`src/rtl/relogio_pkg.sv`:
```
// Shared types and default timing constants for the clock mode/timing controller.
package relogio_pkg;

   typedef enum logic [1:0] {
      RUN   = 2'd0,
      SET_H = 2'd1,
      SET_M = 2'd2
   } modo_t;

   localparam int TICK_DIV_DEF      = 50_000_000;
   localparam int BLINK_DIV_DEF     = 12_500_000;
   localparam int REPEAT_DELAY_DEF  = 25_000_000;
   localparam int REPEAT_PERIOD_DEF = 5_000_000;

   // Counter width for a divide-by-n counter, never narrower than one bit.
   function automatic int cnt_w(input int n);
      return (n > 1) ? $clog2(n) : 1;
   endfunction

endpackage

```
`src/rtl/ctrl_relogio_btn_repeat.sv`:
```
// Rising-edge detector with auto-repeat pulse train for a held button.
// enable=0 drops any train in progress; a new train needs a fresh edge.
module btn_repeat
   import relogio_pkg::*;
#(
   parameter int REPEAT_DELAY  = REPEAT_DELAY_DEF,
   parameter int REPEAT_PERIOD = REPEAT_PERIOD_DEF
) (
   input  logic clk,
   input  logic rst,
   input  logic btn,
   input  logic enable,
   output logic pulse
);

   localparam int RW = cnt_w((REPEAT_DELAY > REPEAT_PERIOD) ? REPEAT_DELAY : REPEAT_PERIOD);
   localparam logic [RW-1:0] DELAY_LD  = RW'(REPEAT_DELAY - 1);
   localparam logic [RW-1:0] PERIOD_LD = RW'(REPEAT_PERIOD - 1);

   logic          btn_q;
   logic          active_q, active_d;
   logic [RW-1:0] rpt_q, rpt_d;
   logic          rise;
   logic          rpt_tc;

   assign rise   = btn & ~btn_q;
   assign rpt_tc = active_q & (rpt_q == '0);

   // Edge register resets high so a button held through reset gives no pulse.
   always_ff @(posedge clk or negedge rst) begin
      if (!rst) begin
         btn_q    <= 1'b1;
         active_q <= 1'b0;
         rpt_q    <= '0;
      end else begin
         btn_q    <= btn;
         active_q <= active_d;
         rpt_q    <= rpt_d;
      end
   end

   always_comb begin
      active_d = active_q;
      rpt_d    = rpt_q;
      pulse    = 1'b0;
      if (!enable || !btn) begin
         active_d = 1'b0;
         rpt_d    = '0;
      end else if (rise) begin
         pulse    = 1'b1;
         active_d = 1'b1;
         rpt_d    = DELAY_LD;
      end else if (rpt_tc) begin
         pulse = 1'b1;
         rpt_d = PERIOD_LD;
      end else if (active_q) begin
         rpt_d = rpt_q - RW'(1);
      end
   end

endmodule

```
`src/rtl/ctrl_relogio.sv`:
```
// Mode and timing controller for the seconds/minutes/hours BCD chain.
//   state | meaning
//   RUN   | free-running 1 Hz tick, carries ripple into minutes/hours
//   SET_H | btn_inc (with auto-repeat) steps hours, hours digits blink
//   SET_M | btn_inc (with auto-repeat) steps minutes, minutes digits blink
module ctrl_relogio
   import relogio_pkg::*;
#(
   parameter int TICK_DIV      = TICK_DIV_DEF,
   parameter int BLINK_DIV     = BLINK_DIV_DEF,
   parameter int REPEAT_DELAY  = REPEAT_DELAY_DEF,
   parameter int REPEAT_PERIOD = REPEAT_PERIOD_DEF
) (
   input  logic       clk,
   input  logic       rst,
   input  logic       btn_mode,
   input  logic       btn_inc,
   input  logic       carry_s,
   input  logic       carry_m,
   output logic       en_s,
   output logic       inc_m,
   output logic       inc_h,
   output logic       clr_s,
   output logic       blink_m,
   output logic       blink_h,
   output logic [1:0] modo
);

   localparam int TW = cnt_w(TICK_DIV);
   localparam int BW = cnt_w(BLINK_DIV);
   localparam logic [TW-1:0] TICK_LAST  = TW'(TICK_DIV - 1);
   localparam logic [BW-1:0] BLINK_LAST = BW'(BLINK_DIV - 1);

   modo_t         modo_q, modo_d;
   logic          btn_mode_q;
   logic          rise_mode;
   logic [TW-1:0] tick_q, tick_d;
   logic [BW-1:0] blink_q, blink_d;
   logic          phase_q, phase_d;
   logic          clr_s_q, clr_s_d;
   logic          set_mode;
   logic          tick_tc;
   logic          rpt_en;
   logic          p;

   assign rise_mode = btn_mode & ~btn_mode_q;
   assign set_mode  = (modo_q == SET_H) || (modo_q == SET_M);
   assign tick_tc   = (tick_q == TICK_LAST);
   // A mode change in the same cycle as an inc edge swallows the increment.
   assign rpt_en    = set_mode & ~rise_mode;

   btn_repeat #(
      .REPEAT_DELAY  (REPEAT_DELAY),
      .REPEAT_PERIOD (REPEAT_PERIOD)
   ) u_rpt_inc (
      .clk    (clk),
      .rst    (rst),
      .btn    (btn_inc),
      .enable (rpt_en),
      .pulse  (p)
   );

   always_ff @(posedge clk or negedge rst) begin
      if (!rst) begin
         modo_q     <= RUN;
         btn_mode_q <= 1'b1;
         tick_q     <= '0;
         blink_q    <= '0;
         phase_q    <= 1'b0;
         clr_s_q    <= 1'b0;
      end else begin
         modo_q     <= modo_d;
         btn_mode_q <= btn_mode;
         tick_q     <= tick_d;
         blink_q    <= blink_d;
         phase_q    <= phase_d;
         clr_s_q    <= clr_s_d;
      end
   end

   always_comb begin
      modo_d = modo_q;
      case (modo_q)
         RUN:     if (rise_mode) modo_d = SET_H;
         SET_H:   if (rise_mode) modo_d = SET_M;
         SET_M:   if (rise_mode) modo_d = RUN;
         default: modo_d = RUN;
      endcase
   end

   // Tick counter is zeroed on any mode change so RUN always restarts a full second.
   always_comb begin
      tick_d = '0;
      if ((modo_q == RUN) && !rise_mode) begin
         tick_d = tick_tc ? '0 : tick_q + TW'(1);
      end
      blink_d = '0;
      phase_d = 1'b0;
      if (set_mode && !rise_mode) begin
         if (blink_q == BLINK_LAST) begin
            blink_d = '0;
            phase_d = ~phase_q;
         end else begin
            blink_d = blink_q + BW'(1);
            phase_d = phase_q;
         end
      end
      clr_s_d = (modo_q == SET_M) & rise_mode;
   end

   always_comb begin
      en_s    = 1'b0;
      inc_m   = 1'b0;
      inc_h   = 1'b0;
      blink_m = 1'b0;
      blink_h = 1'b0;
      case (modo_q)
         RUN: begin
            en_s  = tick_tc;
            inc_m = tick_tc & carry_s;
            inc_h = tick_tc & carry_s & carry_m;
         end
         SET_H: begin
            inc_h   = p;
            blink_h = phase_q & ~btn_inc;
         end
         SET_M: begin
            inc_m   = p;
            blink_m = phase_q & ~btn_inc;
         end
         default: ;
      endcase
   end

   assign clr_s = clr_s_q;
   assign modo  = modo_q;

endmodule
```
`config.mk`:
```
export PLATFORM = sky130hd
export DESIGN_NAME = ctrl_relogio
export DESIGN_NICKNAME = d
export VERILOG_FILES = /design/src/rtl/relogio_pkg.sv /design/src/rtl/ctrl_relogio_btn_repeat.sv /design/src/rtl/ctrl_relogio.sv
export SDC_FILE = /design/constraint.sdc
export NUM_CORES = 1
export LEC_CHECK = 0
export BUFFER_PORTS_ARGS = -buffer_cell sky130_fd_sc_hd__buf_2
export CAP_MARGIN = 40
export CORE_ASPECT_RATIO = 0.75
export CORE_MARGIN = 2
export CORE_UTILIZATION = 50
export DETAILED_ROUTE_END_ITERATION = 8
export HOLD_SLACK_MARGIN = 0.03
export PLACE_DENSITY = 0.66
export SLEW_MARGIN = 20
export SYNTH_ARGS = -nofsm -noshare
export SYNTH_HDL_FRONTEND = slang
export SYNTH_SLANG_ARGS = --single-unit
```
`constraint.sdc`:
```
create_clock -name clk -period 3.73 [get_ports clk]
set_input_delay 0.373 -clock clk [delete_from_list [all_inputs] [get_ports clk]]
set_output_delay 0.373 -clock clk [all_outputs]
set_load 0.02 [all_outputs]
```
==> results of run 1 <==
## worst max path at each step
stage                     depth (start not counted)  slack (ns)     to
final                                             5        0.64  inc_m
after CTS                                         5        0.71  inc_m
after global routing                              5        0.40  inc_m
after global placement                            5        1.08  inc_m
after floorplan                                   5        1.02  inc_m
after detailed placement                          5        1.08  inc_m
## report_power, final
part | leakage, nW | switching, mW | total, mW | internal [mW]
clock network | 0.139 | 0.335 | 0.868 | 0.532
registers | 1.13 | 0.119 | 1.11 | 0.987
logic | 0.798 | 0.871 | 1.35 | 0.479
## stage by stage
step	total power [mW]	area [sq um]	hold WS (ns)	cells
after floorplan	2.09	4420	0.0774	477
after global placement	2.38	4560	0.442	583
after detailed placement	2.40	4580	0.407	584
after CTS	3.29	4870	0.0440	599
after global routing	3.53	4880	0.0782	601
final	3.32	4880	0.0393	601
## per-layer routing
| metal | share of wire | up-vias | wire, um |
|---|---|---|---|
| li1 | - | 1708 | - |
| met1 | 0.49 | 1693 | 4830 |
| met2 | 0.43 | 114 | 4210 |
| met3 | 0.070 | 13 | 689 |
| met4 | 0.013 | 0 | 133 |
| met5 | 0 | - | 0 |
## placed cells by master, fill, tap and decap left out, types with 5 or more instances in the layout
| master | synthesis | layout |
|---|---|---|
| or2_2 | 5 | 5 |
| o21a_1 | 8 | 8 |
| a31oi_1 | 8 | 8 |
| nand2_1 | 37 | 37 |
| and3_1 | 6 | 6 |
| inv_1 | 21 | 21 |
| or3_1 | 6 | 6 |
| nor4_1 | 14 | 14 |
| ha_1 | 7 | 7 |
| buf_2 | 1 | 12 |
| xnor2_1 | 24 | 24 |
| clkbuf_16 | 0 | 9 |
| o21ai_0 | 9 | 9 |
| xor2_1 | 24 | 24 |
| dfrtp_1 | 80 | 80 |
| nand3_1 | 25 | 25 |
| a21oi_1 | 16 | 16 |
| nand2b_1 | 5 | 5 |
| nor2_1 | 72 | 72 |
| nor3_1 | 15 | 15 |
| nand4_1 | 17 | 17 |
## worst max-delay path, stage by stage (launching register included)
cell     delay, ns
dfrtp_1       0.42
nor4_1        0.77
nand4_1       0.30
o21a_1        0.41
o31ai_1       0.27
buf_2         0.21
## flip-flops by register name, summed over array words and instances, names as in the netlist, 2 cells and up
signal	count
blink_q	24
modo	2
tick_q	26
u_rpt_inc.rpt_q	25
## final cells by class
type                            count  area, sq um
Inverter                           21         78.8
Multi-Input combinational cell    356         2200
Clock inverter                      3         42.5
Timing Repair Buffer               19          120
Clock buffer                       12          246
Sequential cell                    82         2050
Fill cell                         748         3650
Tap cell                          108          135
## cell families after synthesis
logic type,count (synthesis),share of synthesized area
AOI/OAI and AO/OA,65,0.102
xor gates and xnor gates,48,0.0952
adders and majority gates,7,0.0198
DFF,82,0.465
buffers and inverters,39,0.0368
and+or+nand+nor,235,0.279
muxes,1,0.00227
==> out/metrics.yaml, run 1 <==
status: "complete, no violations"
rsz0062_at_grt: "no"
cp_max_fo: 10
die_area_sq_um: 9610
initial_utilization: 0.518
detail-route-antenna-nets: 0
grt_pass1_vias: 3393
peakVddDrop_uv: 490
clkTransAtPathRegs_ns: 0.06
synth_area_sq_um: 4420
die_h_um: 85.4
gp_congestion: 0.911
p_leak_nw: 2.06
overflow: 0
period_minus_slack_ns: 3.09
die_width_um: 113
first_pass_iters: 5
avgSynthCellArea_sq_um: 9.26
synth.most_common_cell: "dfrtp_1"
yosysSeqAreaShare: 0.465
wl_um: 9860
critPathLaunch: "u_rpt_inc.rpt_q[13]"
grt_pass1_wl_um: 16800
dp_hpwl_um: 6770
cts_sinks: 82
post_drt_wl_per_cell_um: 16.4
hold_violations: 0
cts_root_buf: "clkbuf_16"
vias: 3528
ff2ff_path_depth: 7
synth_edf_count: 0
final_max_slew_viol_count: 0
fin_crit_sh: 0.829
cp.arrival_ns: 2.72
cts_resized: 0
design.core.area_sq_um: 8530
busiest_layer: "met1"
ys_top_cells_by_count: "dfrtp_1 (80), nor2_1 (72), nand2_1 (37)"
rows: 29
ctsHtreeMaxLevel: 3
grtUsageMet1: 0.327
fin_worst_skew_ns: 0.00968
ys.flop_type: "dfrtp_1"
synthCells: 477
fin_tns_setup_ns: 0
fin_nets: 502
final_core_util: 0.572
worstSetupStartpointType: "flop"
met3_usage: 0.0600
maxSlewHeadroom: 0.423
cts_tree: "yes"
cts_setup_buffers: 0
post_route_cells_drive_above_1_share: 0.112
pwr_density_cell_nw_per_um2: 681
setup_viol: 0
synth_area_leaders: "dfrtp_1 (45%), nor2_1 (6.1%), xnor2_1 (4.8%), xor2_1 (4.8%), nand2_1 (3.1%)"
required_ns: 3.36
drv_cap: 0
yosysWarnings: 0
timing.rr.end: "u_rpt_inc.rpt_q[14]"
vias_per_cell: 5.87
antenna_found_initial: 0
synth_top_cell_by_area: "dfrtp_1"
insertion_delay_ns: 0.34
r2r_start: "u_rpt_inc.rpt_q[0]"
grtUsageTotal: 0.220
antenna_cells: 0
layout_setup_ws_ns: 0.636
io_buffers: 13
drc: 0
dr.first_iter.drc_count: 486
fmax_mhz: 323
cts.path.max_buffers: 2
dp_slack_ns: 1.08
worstSetupPathType: "flop to output port"
tightest_slew_ns: 0.858
synth.distinct_cells: 56
r2r_slack_ns: 1.22
grt_use_met2: 0.312
synth_seq_cells: 82
cts_hold_buf: 0
numCtsBuffers: 9
grt_max_degree: 44
hold_path.class: "input port to async pin"
synth.top_cell.area_share: 0.453
synth-async-reset-ratio: 1.00
ios: 14
synth_fp_nets: 490
area_growth_pct: 10.4
end_kind: "output port"
Note: power is estimated with default switching activity, not from simulation.
==> inputs of run 2 (changes only) <==
--- a/config.mk
+++ b/config.mk
@@ -5,6 +5,7 @@
 export SDC_FILE = /design/constraint.sdc
 export NUM_CORES = 1
 export LEC_CHECK = 0
+export ABC_AREA = 1
 export BUFFER_PORTS_ARGS = -buffer_cell sky130_fd_sc_hd__buf_2
 export CAP_MARGIN = 40
 export CORE_ASPECT_RATIO = 0.75
@@ -12,7 +13,7 @@
 export CORE_UTILIZATION = 50
 export DETAILED_ROUTE_END_ITERATION = 8
 export HOLD_SLACK_MARGIN = 0.03
-export PLACE_DENSITY = 0.66
+export PLACE_DENSITY = 0.69
 export SLEW_MARGIN = 20
 export SYNTH_ARGS = -nofsm -noshare
 export SYNTH_HDL_FRONTEND = slang
==> constraint.sdc (replaced) <==
create_clock -name clk -period 2.5 [get_ports clk]
set_input_delay 0.25 -clock clk [delete_from_list [all_inputs] [get_ports clk]]
set_output_delay 0.25 -clock clk [all_outputs]
set_load 0.02 [all_outputs]
==> run 2 against run 1 <==
Die area up 13%. Clock skew down 0.0032 ns. Global-route usage up 1.8 points. First-iteration DRC count down 19%. Synthesized area up 14%. Via count up 26%. Utilization up 0.30 points. Final area up 15%. Synthesized cell count up 48%. Flip-flop and latch count unchanged. Register-to-register slack worse by 0.75 ns. Hold slack better by 0.0053 ns. Critical path type unchanged.
==> out/metrics.yaml, run 2 <==
status: "complete, no violations"
post_route_cells_drive_above_1_share: 0.108
synth_area_sq_um: 5040
tightest_slew_ns: 0.537
synth_seq_cells: 82
grt_max_degree: 52
p_leak_nw: 2.63
crit_top_cell: "nor2_4"
cts_tree: "yes"
fin_hold_ws_ns: 0.0445
area_growth_pct: 11.2
period_minus_slack_ns: 2.32
layout_commonest_cell: "nand2_1"
ios: 14
ys.flop_type: "dfrtp_1"
synth-async-reset-ratio: 1.00
detail-route-antenna-nets: 0
synth_top_cell_by_area: "dfrtp_1"
ctsHtreeMaxLevel: 3
max_stage_delay_ns: 0.40
grt_pass1_wl_um: 20700
gp_congestion: 0.923
die_h_um: 90.9
fin_tns_setup_ns: 0
antenna_cells: 0
fmax_mhz: 430
clkTransAtPathRegs_ns: 0.06
io_buffers: 13
synth_fp_nets: 719
final_max_slew_viol_count: 0
worstSetupStartpointType: "flop"
required_ns: 2.25
end_kind: "output port"
initial_utilization: 0.517
mostFrequentLayoutCells: "nand2_1 (182), nor2_1 (125), inv_1 (88)"
drv_cap: 0
design.core.area_sq_um: 9740
largest_reg_flops: 26
post_drt_wl_per_cell_um: 13.9
yosysSeqAreaShare: 0.408
fin_crit_sh: 0.930
wl_um: 12000
internal-power_mw: 3.07
pwr_density_cell_nw_per_um2: 946
hold_path.class: "input port to flop"
vias_per_cell: 5.16
worstSetupPathType: "flop to output port"
rows: 31
yosysWarnings: 0
overflow: 0
p_comb_frac: 0.420
cts_root_buf: "clkbuf_16"
synth.top_cell.area_share: 0.398
cp.arrival_ns: 2.07
fin_worst_skew_ns: 0.00643
die_width_um: 120
synth_area_leaders: "dfrtp_1 (40%), nand2_1 (14%), nor2_1 (9.3%), inv_1 (6.6%), nand3_1 (4.3%)"
first_pass_iters: 5
antenna_found_initial: 0
setup_viol: 0
ys_top_cells_by_count: "nand2_1 (182), nor2_1 (125), inv_1 (88)"
grt_pass1_vias: 4242
cts_resized: 0
peakVddDrop_uv: 529
insertion_delay_ns: 0.34
p_clk_frac: 0.274
r2r_slack_ns: 0.47
switching_share: 0.421
synth.distinct_cells: 36
fin_nets: 741
cts.path.max_buffers: 2
dr.first_iter.drc_count: 395
avgSynthCellArea_sq_um: 7.13
die_area_sq_um: 10900
cts_sinks: 82
synth_edf_count: 0
top_regs: "tick_q: 26 flops, u_rpt_inc.rpt_q: 25 flops, blink_q: 24 flops"
hold_violations: 0
final_core_util: 0.575
regMostFlops: "tick_q"
cp_max_fo: 6
vias: 4462
slowest_stage: "dfrtp_1"
p_switching_mw: 2.23
crit_chain: "ha_1, nand2_2, nor2_4, inv_2, nor2_2, nand3_2, nor2_4, nand4_1, nand2_1, buf_2"
dp_hpwl_um: 9040
synthCells: 706
numCtsBuffers: 9
rsz0062_at_grt: "no"
grtUsageTotal: 0.239
synth.most_common_cell: "nand2_1"
power_frac_seq: 0.306
drc: 0
maxSlewHeadroom: 0.641
run 2: layout make-up:
class / count / area, sq um
Clock buffer: 11 / 243
Sequential cell: 82 / 2050
Timing Repair Buffer: 16 / 108
Tap cell: 132 / 165
Fill cell: 923 / 4140
Clock inverter: 5 / 85.1
Multi-Input combinational cell: 523 / 2580
Inverter: 96 / 360
run 2: path summary, 6_finish.rpt:
kind,from,to,cells after the start
worst max-delay path,tick_q[0],inc_h,10
worst min-delay path,btn_inc,u_rpt_inc.btn_q,1
worst max register to register,modo[0],u_rpt_inc.rpt_q[17],8
worst min register to register,blink_q[0],blink_q[0],1
max in group asynchronous,rst,u_rpt_inc.btn_q,3
min in group asynchronous,rst,tick_q[17],2
run 2: logic make-up (layout without fill, tap and decap cells):
family                   Yosys count  in the layout  synth area share
AO/OA/AOI/OAI                     51             51            0.0564
XOR/XNOR                          23             23            0.0400
adder cells (fa/ha/maj)            7              7            0.0174
buffers and inverters            101            128            0.0790
flip-flops                        82             82             0.408
AND/OR/NAND/NOR                  442            442             0.399
run 2: routing by layer:
layer / routed length (um) / up-vias / GRT usage
li1: - / 2282 / -
met1: 6150 / 2040 / 0.359
met2: 4910 / 122 / 0.346
met3: 736 / 18 / 0.0492
met4: 191 / 0 / 0.0667
met5: 0 / - / 0
run 2: through the flow:
step	setup slack (ns)	total power, mW	cells	instance area [sq um]
floorplan	0.763	3.33	706	5040
global placement	0.604	3.78	847	5250
detailed placement	0.462	3.82	847	5250
CTS	0.166	5.31	865	5600
global route	0.0168	5.70	865	5600
finish	0.176	5.29	865	5600
run 2: worst max-delay path: cells and delay by family (launching register included):
| family | cells | cell delay, ns |
|---|---|---|
| fa+ha+maj | 1 | 0.25 |
| buf+inv | 2 | 0.23 |
| flops | 1 | 0.40 |
| simple gates | 7 | 0.87 |
run 2: power by group through the flow:
stage          Sequential [mW]  Clock [mW]  Combinational (mW)
4_1_cts                   1.62        1.49                2.21
2_1_floorplan             1.62           0                1.71
6_report                  1.62        1.45                2.22
5_1_grt                   1.64        1.54                2.52
3_5_place_dp              1.64           0                2.18
3_3_place_gp              1.63           0                2.15
run 2: repair_timing:
item                      in CTS  in global routing
hold buffers                   2                  0
hold endpoints to repair      32                  0
buffers inserted               0                  0
